`config.mk`:
```
export PLATFORM = sky130hd
export DESIGN_NAME = sys_bus_decoder_flat
export DESIGN_NICKNAME = d
export VERILOG_FILES = /design/src/rtl/sys_bus_decoder_if.sv /design/src/rtl/sys_bus_decoder.sv /design/src/flat_wrapper.sv
export SDC_FILE = /design/constraint.sdc
export NUM_CORES = 1
export LEC_CHECK = 0
export BUFFER_PORTS_ARGS = -buffer_cell sky130_fd_sc_hd__buf_2
export CAP_MARGIN = 10
export CORE_AREA = 2 2 107 109
export DETAILED_ROUTE_END_ITERATION = 8
export DIE_AREA = 0 0 109 111
export GPL_ROUTABILITY_DRIVEN = 0
export GPL_TIMING_DRIVEN = 0
export SLEW_MARGIN = 10
export SYNTH_ARGS = -nofsm -noshare
export SYNTH_HDL_FRONTEND = slang
export SYNTH_SLANG_ARGS = --single-unit
```
`constraint.sdc`:
```
create_clock -name clk -period 1.9 [get_ports clk]
set_clock_uncertainty 0.05 [all_clocks]
set_input_delay 0.57 -clock clk [delete_from_list [all_inputs] [get_ports clk]]
set_output_delay 0.57 -clock clk [all_outputs]
set_load 0.02 [all_outputs]
```
`src/rtl/sys_bus_decoder_if.sv`:
```
// Bus bundle between the RISC-V system bus master, the address decoder and its memory-mapped slaves.
// The master modport is the CPU's view; the slave modport is the decoder's view of that port.
interface sys_bus_decoder_if;
  logic        m_en;
  logic        m_rdwr;
  logic [31:0] m_addr;
  logic [3:0]  m_mask;
  logic [31:0] m_wr_data;
  logic        m_stall;
  logic [31:0] m_rd_data;
  logic        m_rd_valid;

  logic [2:0]  s_en;
  logic        s_rdwr;
  logic [31:0] s_addr;
  logic [3:0]  s_mask;
  logic [31:0] s_wr_data;

  logic [31:0] dmem_rd_data;
  logic [31:0] gemm_rd_data;
  logic [31:0] periph_rd_data;

  modport master (
    output m_en, m_rdwr, m_addr, m_mask, m_wr_data,
    input  m_stall, m_rd_data, m_rd_valid
  );

  modport slave (
    input  m_en, m_rdwr, m_addr, m_mask, m_wr_data,
    input  dmem_rd_data, gemm_rd_data, periph_rd_data,
    output m_stall, m_rd_data, m_rd_valid,
    output s_en, s_rdwr, s_addr, s_mask, s_wr_data
  );
endinterface

```
`src/rtl/sys_bus_decoder.sv`:
```
// Address-region decoder for the system bus: routes requests to DMEM/GEMM/PERIPH and
// returns read data through a fixed-latency return pipeline, stalling on slot collisions.
module sys_bus_decoder #(
  parameter logic [3:0]  GEMM_REGION   = 4'h9,
  parameter logic [3:0]  PERIPH_REGION = 4'h8,
  parameter int unsigned DMEM_LAT      = 1,
  parameter int unsigned GEMM_LAT      = 2,
  parameter int unsigned PERIPH_LAT    = 1,
  parameter int unsigned MAX_LAT       = 4
) (
  input  logic              clk,
  input  logic              rst,
  sys_bus_decoder_if.slave  bus
);

  localparam int unsigned LAT_W = $clog2(MAX_LAT + 1);
  localparam int unsigned SEL_W = 2;
  localparam logic [SEL_W-1:0] SEL_DMEM   = SEL_W'(0);
  localparam logic [SEL_W-1:0] SEL_GEMM   = SEL_W'(1);
  localparam logic [SEL_W-1:0] SEL_PERIPH = SEL_W'(2);

  logic [3:0]       region;
  logic [SEL_W-1:0] sel_code;
  logic [LAT_W-1:0] lat;

  logic [MAX_LAT-1:0]            slot_valid, slot_valid_nxt;
  logic [MAX_LAT-1:0][SEL_W-1:0] slot_sel,   slot_sel_nxt;
  logic [MAX_LAT:0]              valid_ext;
  logic [MAX_LAT:0][SEL_W-1:0]   sel_ext;

  logic rd_req;
  logic collide;
  logic rd_accept;
  logic unused_addr_lsb;

  // Region decode and latency of the addressed slave.
  always_comb begin
    region   = bus.m_addr[31:28];
    sel_code = SEL_DMEM;
    lat      = LAT_W'(DMEM_LAT);
    if (region == GEMM_REGION) begin
      sel_code = SEL_GEMM;
      lat      = LAT_W'(GEMM_LAT);
    end else if (region == PERIPH_REGION) begin
      sel_code = SEL_PERIPH;
      lat      = LAT_W'(PERIPH_LAT);
    end
  end

  // Slot MAX_LAT is a permanently empty slot, so a max-latency read never collides.
  assign valid_ext = {1'b0, slot_valid};
  assign sel_ext   = {SEL_W'(0), slot_sel};

  assign rd_req    = bus.m_en & ~bus.m_rdwr;
  assign collide   = rd_req & valid_ext[lat];
  assign rd_accept = rst & rd_req & ~collide;

  assign bus.m_stall   = rst & collide;
  assign bus.s_en      = (rst & bus.m_en & ~collide) ? (3'(1) << sel_code) : 3'b000;
  assign bus.s_rdwr    = bus.m_rdwr;
  assign bus.s_addr    = {bus.m_addr[31:2], 2'b00};
  assign bus.s_mask    = bus.m_mask;
  assign bus.s_wr_data = bus.m_wr_data;

  assign unused_addr_lsb = ^bus.m_addr[1:0];

  // Shift toward slot 0; an accepted read claims the slot that drains after L cycles.
  always_comb begin
    slot_valid_nxt = '0;
    slot_sel_nxt   = '0;
    for (int k = 0; k < int'(MAX_LAT); k++) begin
      slot_valid_nxt[k] = valid_ext[k+1];
      slot_sel_nxt[k]   = sel_ext[k+1];
      if (rd_accept && (LAT_W'(k + 1) == lat)) begin
        slot_valid_nxt[k] = 1'b1;
        slot_sel_nxt[k]   = sel_code;
      end
    end
  end

  always_ff @(posedge clk or negedge rst) begin
    if (!rst) begin
      slot_valid <= '0;
      slot_sel   <= '0;
    end else begin
      slot_valid <= slot_valid_nxt;
      slot_sel   <= slot_sel_nxt;
    end
  end

  assign bus.m_rd_valid = slot_valid[0];

  // Return mux steered by the registered head slot only.
  always_comb begin
    bus.m_rd_data = 32'h0;
    if (slot_valid[0]) begin
      case (slot_sel[0])
        SEL_GEMM:   bus.m_rd_data = bus.gemm_rd_data;
        SEL_PERIPH: bus.m_rd_data = bus.periph_rd_data;
        default:    bus.m_rd_data = bus.dmem_rd_data;
      endcase
    end
  end

endmodule

```
`src/flat_wrapper.sv`:
```
// flat-port wrapper written by rule: the top's interface ports become plain ports
module sys_bus_decoder_flat 
#(
  parameter logic [3:0]  GEMM_REGION   = 4'h9,
  parameter logic [3:0]  PERIPH_REGION = 4'h8,
  parameter int unsigned DMEM_LAT      = 1,
  parameter int unsigned GEMM_LAT      = 2,
  parameter int unsigned PERIPH_LAT    = 1,
  parameter int unsigned MAX_LAT       = 4
)
  (clk, rst, bus_m_en, bus_m_rdwr, bus_m_addr, bus_m_mask, bus_m_wr_data, bus_dmem_rd_data, bus_gemm_rd_data, bus_periph_rd_data, bus_m_stall, bus_m_rd_data, bus_m_rd_valid, bus_s_en, bus_s_rdwr, bus_s_addr, bus_s_mask, bus_s_wr_data);
  sys_bus_decoder_if bus_i ();
  input  logic clk;
  input  logic rst;
  input wire logic [$bits(bus_i.m_en)-1:0] bus_m_en;
  input wire logic [$bits(bus_i.m_rdwr)-1:0] bus_m_rdwr;
  input wire logic [$bits(bus_i.m_addr)-1:0] bus_m_addr;
  input wire logic [$bits(bus_i.m_mask)-1:0] bus_m_mask;
  input wire logic [$bits(bus_i.m_wr_data)-1:0] bus_m_wr_data;
  input wire logic [$bits(bus_i.dmem_rd_data)-1:0] bus_dmem_rd_data;
  input wire logic [$bits(bus_i.gemm_rd_data)-1:0] bus_gemm_rd_data;
  input wire logic [$bits(bus_i.periph_rd_data)-1:0] bus_periph_rd_data;
  output wire logic [$bits(bus_i.m_stall)-1:0] bus_m_stall;
  output wire logic [$bits(bus_i.m_rd_data)-1:0] bus_m_rd_data;
  output wire logic [$bits(bus_i.m_rd_valid)-1:0] bus_m_rd_valid;
  output wire logic [$bits(bus_i.s_en)-1:0] bus_s_en;
  output wire logic [$bits(bus_i.s_rdwr)-1:0] bus_s_rdwr;
  output wire logic [$bits(bus_i.s_addr)-1:0] bus_s_addr;
  output wire logic [$bits(bus_i.s_mask)-1:0] bus_s_mask;
  output wire logic [$bits(bus_i.s_wr_data)-1:0] bus_s_wr_data;
  assign bus_i.m_en = bus_m_en;
  assign bus_i.m_rdwr = bus_m_rdwr;
  assign bus_i.m_addr = bus_m_addr;
  assign bus_i.m_mask = bus_m_mask;
  assign bus_i.m_wr_data = bus_m_wr_data;
  assign bus_i.dmem_rd_data = bus_dmem_rd_data;
  assign bus_i.gemm_rd_data = bus_gemm_rd_data;
  assign bus_i.periph_rd_data = bus_periph_rd_data;
  assign bus_m_stall = bus_i.m_stall;
  assign bus_m_rd_data = bus_i.m_rd_data;
  assign bus_m_rd_valid = bus_i.m_rd_valid;
  assign bus_s_en = bus_i.s_en;
  assign bus_s_rdwr = bus_i.s_rdwr;
  assign bus_s_addr = bus_i.s_addr;
  assign bus_s_mask = bus_i.s_mask;
  assign bus_s_wr_data = bus_i.s_wr_data;
  sys_bus_decoder #(.GEMM_REGION(GEMM_REGION), .PERIPH_REGION(PERIPH_REGION), .DMEM_LAT(DMEM_LAT), .GEMM_LAT(GEMM_LAT), .PERIPH_LAT(PERIPH_LAT), .MAX_LAT(MAX_LAT)) u_core (.clk(clk), .rst(rst), .bus(bus_i));
endmodule
```
==> summary.md, run 1 <==
| Metric | Value |
|---|---|
| Avg Cell Area, Syn | ~6.6 sq um |
| Starting Density | 14.2% |
| Status | complete, but fails checks |
| Lkg Pwr | 2.00 nW |
| Grt peak-use layer | met2 |
| Total chip power | ~1.3 mW |
| Failing checks | setup timing |
| Register area share after synthesis | 7.96% |
| Final period util | 121% |
| Setup TNS | -11.91 ns |
| Vias per cell | 3.97 |
| Number of synthesized flops with an enable pin | 0 |
| CTS Hold Buffers Added | 0 |
| Initial antenna violation count | 1 |
| Synthesized flop and latch total | 5 |
| Final layout net count | 638 |
| Hold Path Class | primary input to asynchronous set/reset pin |
| CP startpoint kind | flop |
| GRT Residual Overflow | 0 |
| Critical path, cell by cell | inv_2, ha_4, buf_12, clkbuf_16, o21ai_2, and2_4, buf_6 |
| # DRC | 0 |
| Async SR Flop Fraction | 100% |
| Fillers | between 1000 and 1500 |
| Row count | 39 |
| PortBufs | around 210 |
| Global Route Usage Sum | 11.4% |
| Final WL | roughly 8300 um |
| Critical path type | flop to output pin |
| Worst EP arrival | 1.68 ns |
| Share of the synthesized area in the top cell type | between 30% and 40% |
| Clk_lat worst skew | 0.23 ns |
| Top cells by area, synth | buf_4, a22oi_1, and2_1 |
| Drt pass-1 iters | 4 |
| Largest net degree at the start of global routing | 11 |
| Area taken by multi-input logic gates | roughly 0.0011 sq mm |
| Area delta synth->final | 140% |
| Clock buffer depth | 2 |
| Setup ws final | -0.399 ns |
| Setup crit end kind | output pin |
| First-pass GRT wire length | 11000 um |
| Cell taking the most area after synthesis | buf_4 |
| Top delay family on crit path | buffers and inverters |
| Max-slew violation count | 0 |
| Sequential standard cell area | roughly 130 sq um |
| GR Util met3 | 2.23% |
| Boundary Pins | 274 |
| CTS tree | yes |
| Stages on the worst setup path | 7 |
| Fin. Hold Viols | 0 |
| Die width | 109 um |
| RSZ-0062 raised after global routing | true |
| Leading register cell type out of synthesis | dfrtp_1 |
| Final setup vio count | 33 |
| YS warnings | 0 |
| Avg WL per Cell | 13.7 um |
| Most frequent cell after synthesis | buf_4 |
| Vias | around 2400 |
| Share of layout cells above drive strength 1 | 80.5% |
| Sink Count | 5 |
| Max stage delay on crit path | around 0.41 ns |
| Library cells used by synthesis | 20 |
| Clk slew on worst S/H paths | approximately 0.03 ns |
| Netlist Area Pre-Place | 0.00157 sq mm |
| Commonest cells post-synth | buf_4, nand2_1, a22oi_1, and2_1, o21ai_0 |
| Root buffer cell | clkbuf_16 |
| Max-cap viol count | 0 |
| Grt met2 use | between 20 and 25% |
| Max Clock Freq | 0.435 GHz |
| Critical path buffer and inverter count | 4 |
| Die area | 0.0121 sq mm |
| CP max stage cell | dfrtp_1 |
| Hpwl dp | 6130 um |
| FF-to-FF path depth | 2 |
| Critical-path maximum fanout | 10 |
| Synthesized instance count | 239 |
| Pwr dens | approximately 350 mW/mm^2 |
| Met1 usage | 12.4% |
| Antenna Cells | 0 |
| Die H | 111 um |
| TritonCTS Buffers | 3 |
| ANT nets after route | 0 |
| Vias in the first global route | 2210 |
| Core area | about 0.011 sq mm |
| Final min period | 2.30 ns |
| H-tree levels | 1 |
| Initial drt markers | 85 |
| Worst Path Required | 1.28 ns |
| Max VDD drop | 456 uV |
==> per-layer routing <==
layer	vias up	part of all wire, %
met1	1081	35
met2	143	54
li1	1194	-
met5	-	0.096
met4	2	0.20
met3	4	10
==> where the power goes <==
| part | leakage (nW) | internal [mW] | switching (mW) |
|---|---|---|---|
| Clock | 0.0382 | 0.278 | 0.0667 |
| Sequential | 0.0648 | 0.111 | 0.00417 |
| Combinational | 1.90 | 0.446 | 0.399 |
==> state kept, by name, summed over array words and instances, names as in the netlist <==
name	cells
u_core.sel_ext	4
u_core.slot_valid	1
==> layout make-up <==
| type | count | share of cell area, % |
|---|---|---|
| Clock buffer | 4 | 2.09 |
| Inverter | 3 | 0.298 |
| Timing Repair Buffer | 223 | 40.5 |
| Buffer | 85 | 19.2 |
| Tap cell | 143 | 4.73 |
| Multi-Input combinational cell | 147 | 29.9 |
| Sequential cell | 5 | 3.31 |
==> what timing repair did <==
action | 4_1_cts | 5_1_grt
setup buffers | 9 | 0
resized for setup | 147 | 75
gates cloned | 2 | 5
setup endpoints to repair | 36 | 35
pin swaps | 10 | 10
==> cell usage in the layout, fill, tap and decap left out, drive strengths merged <==
cell    count
inv         3
conb        3
o21ai      32
ha          2
or4         1
nor4        1
and3        1
a21o        2
and2       32
nand2      34
clkbuf     16
dfrtp       5
a22oi      32
nor3        1
buf       296
o21a        1
nor3b       2
nor2        3
==> logic make-up after synthesis <==
family / after synthesis / share of synthesized area [%]
buffers and inverters: 89 / 38.5
AND/OR/NAND/NOR: 75 / 24.8
AO/OA/AOI/OAI: 67 / 26.9
flip-flops: 5 / 7.96
adder cells (fa/ha/maj): 2 / 1.59
other: 1 / 0.238
==> path summary, 6_finish.rpt <==
check | start | to | slack [ns]
setup reg to reg | u_core.sel_ext[2]$_DFF_PN0_ | u_core.sel_ext[1]$_DFF_PN0_ | 0.67
hold reg to reg | u_core.sel_ext[3]$_DFF_PN0_ | u_core.sel_ext[1]$_DFF_PN0_ | 0.41
min in group clk | u_core.sel_ext[3]$_DFF_PN0_ | u_core.sel_ext[1]$_DFF_PN0_ | 0.41
hold / removal | rst | u_core.sel_ext[3]$_DFF_PN0_ | 0.07
setup / recovery | u_core.sel_ext[0]$_DFF_PN0_ | bus_m_rd_data[27] | -0.40
max in group asynchronous | rst | u_core.slot_valid[0]$_DFF_PN0_ | 1.63
==> per-stage QoR <==
| step | utilization [%] | cell area, sq um | hold WS, ns | worst slack (ns) | std cells |
|---|---|---|---|---|---|
| floorplan | - | 1590 | 0.224 | -0.0484 | 241 |
| global placement | 25.3 | 2800 | 0.351 | -0.456 | 591 |
| detailed placement | 25.3 | 2800 | 0.352 | -0.509 | 591 |
| CTS | 30.9 | 3420 | 0.0789 | -0.377 | 605 |
| global route | 34.1 | 3780 | 0.0708 | -0.477 | 610 |
| finish | 34.1 | 3780 | 0.0715 | -0.399 | 610 |
(Power assumes the default switching activity.)
==> inputs of run 2 (changes only) <==
Clock period 1.9 ns to 2.2 ns, I/O delays scaled along.
==> run 2 against run 1 <==
The flow still finishes with violations (setup timing). Combinational power is 25% lower. Power is 21% lower. Non-clock buffer count is 9 lower. Cell count is 1.5% lower. Flip-flop and latch count stayed put. Hold slack better by 0.12 ns. Via count is 2.6% lower. Critical endpoint is now bus_m_rd_data[25].
==> summary.md, run 2 (same netlist as run 1, synthesis figures left out) <==
| Metric | Value |
|---|---|
| Fillers | 1227 (+4.8%) |
| Global Route Usage Sum | 11.5% (+0.099 points) |
| Area taken by multi-input logic gates | 0.00101 sq mm (-11%) |
| Vias | 2360 (-2.6%) |
| Avg WL per Cell | 13.1 um (-4.2%) |
| Critical path buffer and inverter count | 4 (unchanged) |
| Pre-CTS WS | -0.347 ns (+0.162 ns) |
| Max reg flops | 4 (unchanged) |
| Clk slew on worst S/H paths | 0.03 ns (about the same) |
| Root buffer cell | clkbuf_16 |
| Final layout net count | 629 (-1.4%) |
| Status | complete, but fails checks |
| Area delta synth->final | 114% |
| ANT nets after route | 0 (unchanged) |
| Worst Path Required | 1.49 ns (+0.21 ns) |
| Final cell count without fillers | 601 (-1.5%) |
| Share of layout cells above drive strength 1 | 71.8% (-8.7 points) |
| Critical path type | flop to output pin |
| First-pass GRT wire length | 10900 um (-1.0%) |
| TritonCTS Buffers | 3 (unchanged) |
| Fin. Hold Viols | 0 (unchanged) |
| Failing checks | setup timing |
| Die width | 109 um (unchanged) |
| GRT Residual Overflow | 0 (unchanged) |
| Starting Density | 14.2% (unchanged) |
| # DRC | 0 (unchanged) |
| Sink Count | 5 (unchanged) |
| FF-to-FF path depth | 2 (unchanged) |
| Clock buffer depth | 2 (unchanged) |
| Setup TNS | -3.92 ns (+7.99 ns) |
| Setup ws final | -0.181 ns (+0.219 ns) |
| Max Clock Freq | 0.420 GHz |
| Final period util | 108% |
| RSZ-0062 raised after global routing | true |
| Final setup vio count | 32 (-3.0%) |
| Sequential standard cell area | 125 sq um (unchanged) |
| Post-Route Utilization | 30.4% (-3.7 points) |
| Die H | 111 um (unchanged) |
| Final WL | 7880 um (-5.6%) |
| Clk_lat worst skew | 0.23 ns (about the same) |
| CTS tree | yes |
| Placed cells | 591 (unchanged) |
| Lkg Pwr | 1.83 nW (-8.7%) |
| PortBufs | 207 (unchanged) |
| Pwr dens | 305 mW/mm^2 (-12%) |
| CTS Hold Buffers Added | 0 (unchanged) |
| Row count | 39 (unchanged) |
| Hold Path Class | primary input to asynchronous set/reset pin |
| Vias per cell | 3.93 (-1.2%) |
| Largest net degree at the start of global routing | 11 (unchanged) |
| Max-cap viol count | 0 (unchanged) |
| Setup crit end kind | output pin |
| Max stage delay on crit path | 0.37 ns (-0.04 ns) |
| Initial drt markers | 52 (-39%) |
| Most frequent cells in the layout | buf_2, buf_4, nand2_1, and2_1, a22oi_2 |
| Worst EP arrival | 1.67 ns (about the same) |
| Commonest non-fill, non-tap cell in the layout | buf_2 |
| Core area | 0.0111 sq mm (unchanged) |
| Vias in the first global route | 2264 (+2.4%) |
| H-tree levels | 1 (unchanged) |
| Final min period | 2.38 ns |
| R2r endpoint | u_core.sel_ext[1]$_DFF_PN0_ |
| Critical-path maximum fanout | 10 (unchanged) |
| CP max stage cell | dfrtp_1 |
| Die area | 0.0121 sq mm (unchanged) |
| Drt pass-1 iters | 4 (unchanged) |
| Antenna Cells | 0 (unchanged) |
| R2R Path Start | u_core.sel_ext[2]$_DFF_PN0_ |
| CP startpoint kind | flop |
| Critical path, cell by cell | inv_1, ha_4, buf_12, clkbuf_8, o21ai_0, and2_1, buf_6 |
| Max-slew violation count | 0 (unchanged) |
| Hpwl dp | 6140 um (+0.26%) |
| Top delay family on crit path | buffers and inverters |
| Max VDD drop | 285 uV (-37%) |
| Initial antenna violation count | 0 (-1) |
| Boundary Pins | 274 (unchanged) |
| Reg2reg setup slack | 0.97 ns (+0.30 ns) |
| WHS | 0.190 ns (+0.119 ns) |
run 2: stage by stage:
step / total power, mW / instance area (sq um)
2_1_floorplan: 0.418 / 1580
3_3_place_gp: 0.629 / 2800
3_5_place_dp: 0.633 / 2800
4_1_cts: 1.00 / 3230
5_1_grt: 1.10 / 3370
6_report: 1.03 / 3370
run 2: metal layers:
metal | GRT usage, % | vias to the layer above | wire length (um)
met4 | 1.54 | 0 | 19
met1 | 13.0 | 1036 | 3020
met5 | 0 | - | 0
li1 | - | 1174 | -
met3 | 1.29 | 2 | 724
met2 | 22.9 | 148 | 4120
run 2: power breakdown:
part | total (mW) | internal (mW) | switching [mW]
logic | 0.631 | 0.322 | 0.309
clock network | 0.298 | 0.240 | 0.0580
registers | 0.0997 | 0.0959 | 0.00383
total | 1.03 | 0.658 | 0.371
run 2: cell type report:
class / instances / share of cell area (%)
timing repair buffer: 214 / 38.2
inverter: 3 / 0.334
tap: 143 / 5.31
buffer: 85 / 20.3
sequential: 5 / 3.71
multi-input combinational: 147 / 29.9
clock buffer: 4 / 2.34
run 2: timing repair:
item,in CTS,in global routing
gates resized for setup,96,40
buffers inserted,5,1
cloned,1,1
pin swaps,4,6
setup endpoints to repair,33,35
endpoints found under the hold margin,0,0
run 2: worst max-delay path by stage:
stage	depth (start not counted)	end	slack, ns	from
after detailed placement	7	bus_m_rd_data[18]	-0.35	u_core.sel_ext[0]$_DFF_PN0_
after floorplan	3	bus_s_en[2]	0.02	rst
after CTS	7	bus_m_rd_data[11]	-0.22	u_core.sel_ext[0]$_DFF_PN0_
after global routing	7	bus_m_rd_data[11]	-0.26	u_core.sel_ext[0]$_DFF_PN0_
final	7	bus_m_rd_data[25]	-0.18	u_core.sel_ext[0]$_DFF_PN0_
after global placement	7	bus_m_rd_data[14]	-0.28	u_core.sel_ext[0]$_DFF_PN0_
==> inputs of run 3 (changes only) <==
--- a/config.mk
+++ b/config.mk
@@ -7,5 +7,4 @@
 export LEC_CHECK = 0
 export BUFFER_PORTS_ARGS = -buffer_cell sky130_fd_sc_hd__buf_2
-export CAP_MARGIN = 10
 export CORE_AREA = 2 2 107 109
 export DETAILED_ROUTE_END_ITERATION = 8
==> constraint.sdc (replaced) <==
create_clock -name clk -period 2.2 [get_ports clk]
set_clock_uncertainty 0.05 [all_clocks]
set_input_delay 0.33 -clock clk [delete_from_list [all_inputs] [get_ports clk]]
set_output_delay 0.33 -clock clk [all_outputs]
set_load 0.02 [all_outputs]
==> run 3 against run 2 <==
The flow now finishes without violations. First-iteration DRC count is 7.7% higher. Wire length down 6.7%. Critical path depth unchanged. Cell count shrank 1.0%. Maximum frequency is 14% higher. Design area fell by 12%. Sequential power hardly changed. Non-clock buffer count decreased by 6.
==> summary.md, run 3 (same netlist as run 1, synthesis figures left out) <==
| Metric | Value |
|---|---|
| Most frequent cells in the layout | buf_2, buf_4, nand2_1 |
| Fillers | 1276 (+4.0%) |
| Hold Path Class | primary input to flop |
| Hpwl dp | 6140 um (unchanged) |
| Row count | 39 (unchanged) |
| Commonest non-fill, non-tap cell in the layout | buf_2 |
| Max Clock Freq | 0.477 GHz (+14%) |
| Worst Path Required | 1.82 ns (+0.33 ns) |
| Starting Density | 14.2% (unchanged) |
| Critical-path maximum fanout | 10 (unchanged) |
| Setup crit end kind | output pin |
| CP startpoint kind | flop |
| Setup ws final | 0.103 ns (+0.284 ns) |
| Status | finished, final reports clean |
| Clock buffer depth | 2 (unchanged) |
| Final setup vio count | 0 (-100%) |
| Initial antenna violation count | 0 (unchanged) |
| Lkg Pwr | 1.73 nW (-5.1%) |
| TritonCTS Buffers | 3 (unchanged) |
| Final layout net count | 623 (-0.95%) |
| Die H | 111 um (unchanged) |
| PortBufs | 207 (unchanged) |
| Boundary Pins | 274 (unchanged) |
| Cell area after layout | 0.00296 sq mm (-12%) |
| Die width | 109 um (unchanged) |
| # DRC | 0 (unchanged) |
| Final WL | 7350 um (-6.7%) |
| ANT nets after route | 0 (unchanged) |
| Critical path type | flop to output pin |
| First-pass GRT wire length | 10400 um (-4.1%) |
| Clk_lat worst skew | 0.23 ns (about the same) |
| Post-CTS setup buffer count | 0 (-5) |
| Final cell count without fillers | 595 (-1.0%) |
| Final min period | 2.10 ns (-0.284 ns) |
| Vias per cell | 3.88 (-1.3%) |
| Final period util | 95.3% (-13 points) |
| RSZ-0062 raised after global routing | true |
| GRT Residual Overflow | 0 (unchanged) |
| Hold path cells | 2 |
| Worst EP arrival | 1.72 ns (+0.05 ns) |
| Area delta synth->final | 88.0% |
| Vias in the first global route | 2171 (-4.1%) |
| Sink Count | 5 (unchanged) |
| Fin. Hold Viols | 0 (unchanged) |
| Setup TNS | 0 ns (+3.92 ns) |
| WHS | 0.296 ns (+0.106 ns) |
| CTS tree | yes |
| Share of layout cells above drive strength 1 | 65.5% (-6.3 points) |
| Max VDD drop | 281 uV (-1.7%) |
| Post-Route Utilization | 26.7% (-3.7 points) |
| Pwr dens | 318 mW/mm^2 (+4.2%) |
| Placed cells | 591 (unchanged) |
| Antenna Cells | 0 (unchanged) |
| Max-cap viol count | 0 (unchanged) |
| Placed cell areas | 0.00280 sq mm (unchanged) |
| Pre-CTS WS | -0.0171 ns (+0.330 ns) |
| Core area | 0.0111 sq mm (unchanged) |
| Drt pass-1 iters | 4 (unchanged) |
| FF-to-FF path depth | 2 (unchanged) |
| Avg WL per Cell | 12.3 um (-5.8%) |
| Total chip power | 941 uW (-8.6%) |
| H-tree levels | 1 (unchanged) |
| Clk slew on worst S/H paths | 0.03 ns (about the same) |
| Initial drt markers | 56 (+7.7%) |
| Max-slew violation count | 0 (unchanged) |
| Largest net degree at the start of global routing | 11 (unchanged) |
| Root buffer cell | clkbuf_16 |
| Max reg flops | 4 (unchanged) |
| Global Route Usage Sum | 11.0% (-0.54 points) |
| Die area | 0.0121 sq mm (unchanged) |
| Vias | 2306 (-2.3%) |
==> run 3: changes by cell type in the layout (fill, tap and decap cells not counted), moves of 12 or more <==
| cell | delta |
|---|---|
| a22oi_2 | -20 |
| o21ai_0 | +21 |
| buf_6 | -12 |
| buf_4 | -23 |
| a22oi_1 | +20 |
| o21ai_1 | -18 |
| buf_2 | +36 |
==> run 3: metal layers <==
| layer | track usage [%] | wire length, um |
|---|---|---|
| met1 | 12.6 | 2740 |
| met2 | 21.5 | 3830 |
| met3 | 1.29 | 757 |
| met4 | 1.54 | 19 |
| met5 | 0 | 0 |
==> run 3: worst paths after layout <==
path	startpoint	end	slack [ns]
min in group asynchronous	rst	u_core.sel_ext[1]$_DFF_PN0_	0.41
max in group asynchronous	rst	u_core.sel_ext[0]$_DFF_PN0_	1.54
max	u_core.sel_ext[1]$_DFF_PN0_	bus_m_rd_data[10]	0.10
min	bus_m_rdwr	u_core.sel_ext[2]$_DFF_PN0_	0.30
max reg2reg	u_core.sel_ext[2]$_DFF_PN0_	u_core.sel_ext[1]$_DFF_PN0_	0.99
min reg2reg	u_core.sel_ext[3]$_DFF_PN0_	u_core.sel_ext[1]$_DFF_PN0_	0.41
==> run 3: worst max-delay path: stages, from the launching register on <==
cell,delay (ns)
dfrtp_1,0.38
inv_1,0.09
ha_4,0.20
buf_4,0.18
a22oi_1,0.23
o21ai_0,0.11
and2_1,0.16
buf_2,0.15
==> run 3: layout make-up <==
class	instances	area (sq um)	area share, %
repair buffers	208	1050	35.4
well taps	143	179	6.05
clock buffers	4	78.8	2.67
inverters	3	11.3	0.381
flip-flops and latches	5	125	4.23
plain buffers	85	634	21.5
multi-input cells	147	882	29.8
==> run 3: repair_timing <==
item / in CTS / in global routing
resized for setup: 16 / 9
endpoints found under the setup margin: 32 / 31
hold endpoints to repair: 5 / 0
gates cloned: 0 / 0
pin swaps: 0 / 1
hold buffers: 1 / 0
==> run 3: power breakdown <==
part	leakage, nW	internal, mW	switching (mW)
clock	0.0382	0.240	0.0581
sequential	0.0648	0.0959	0.00366
combinational	1.63	0.266	0.277
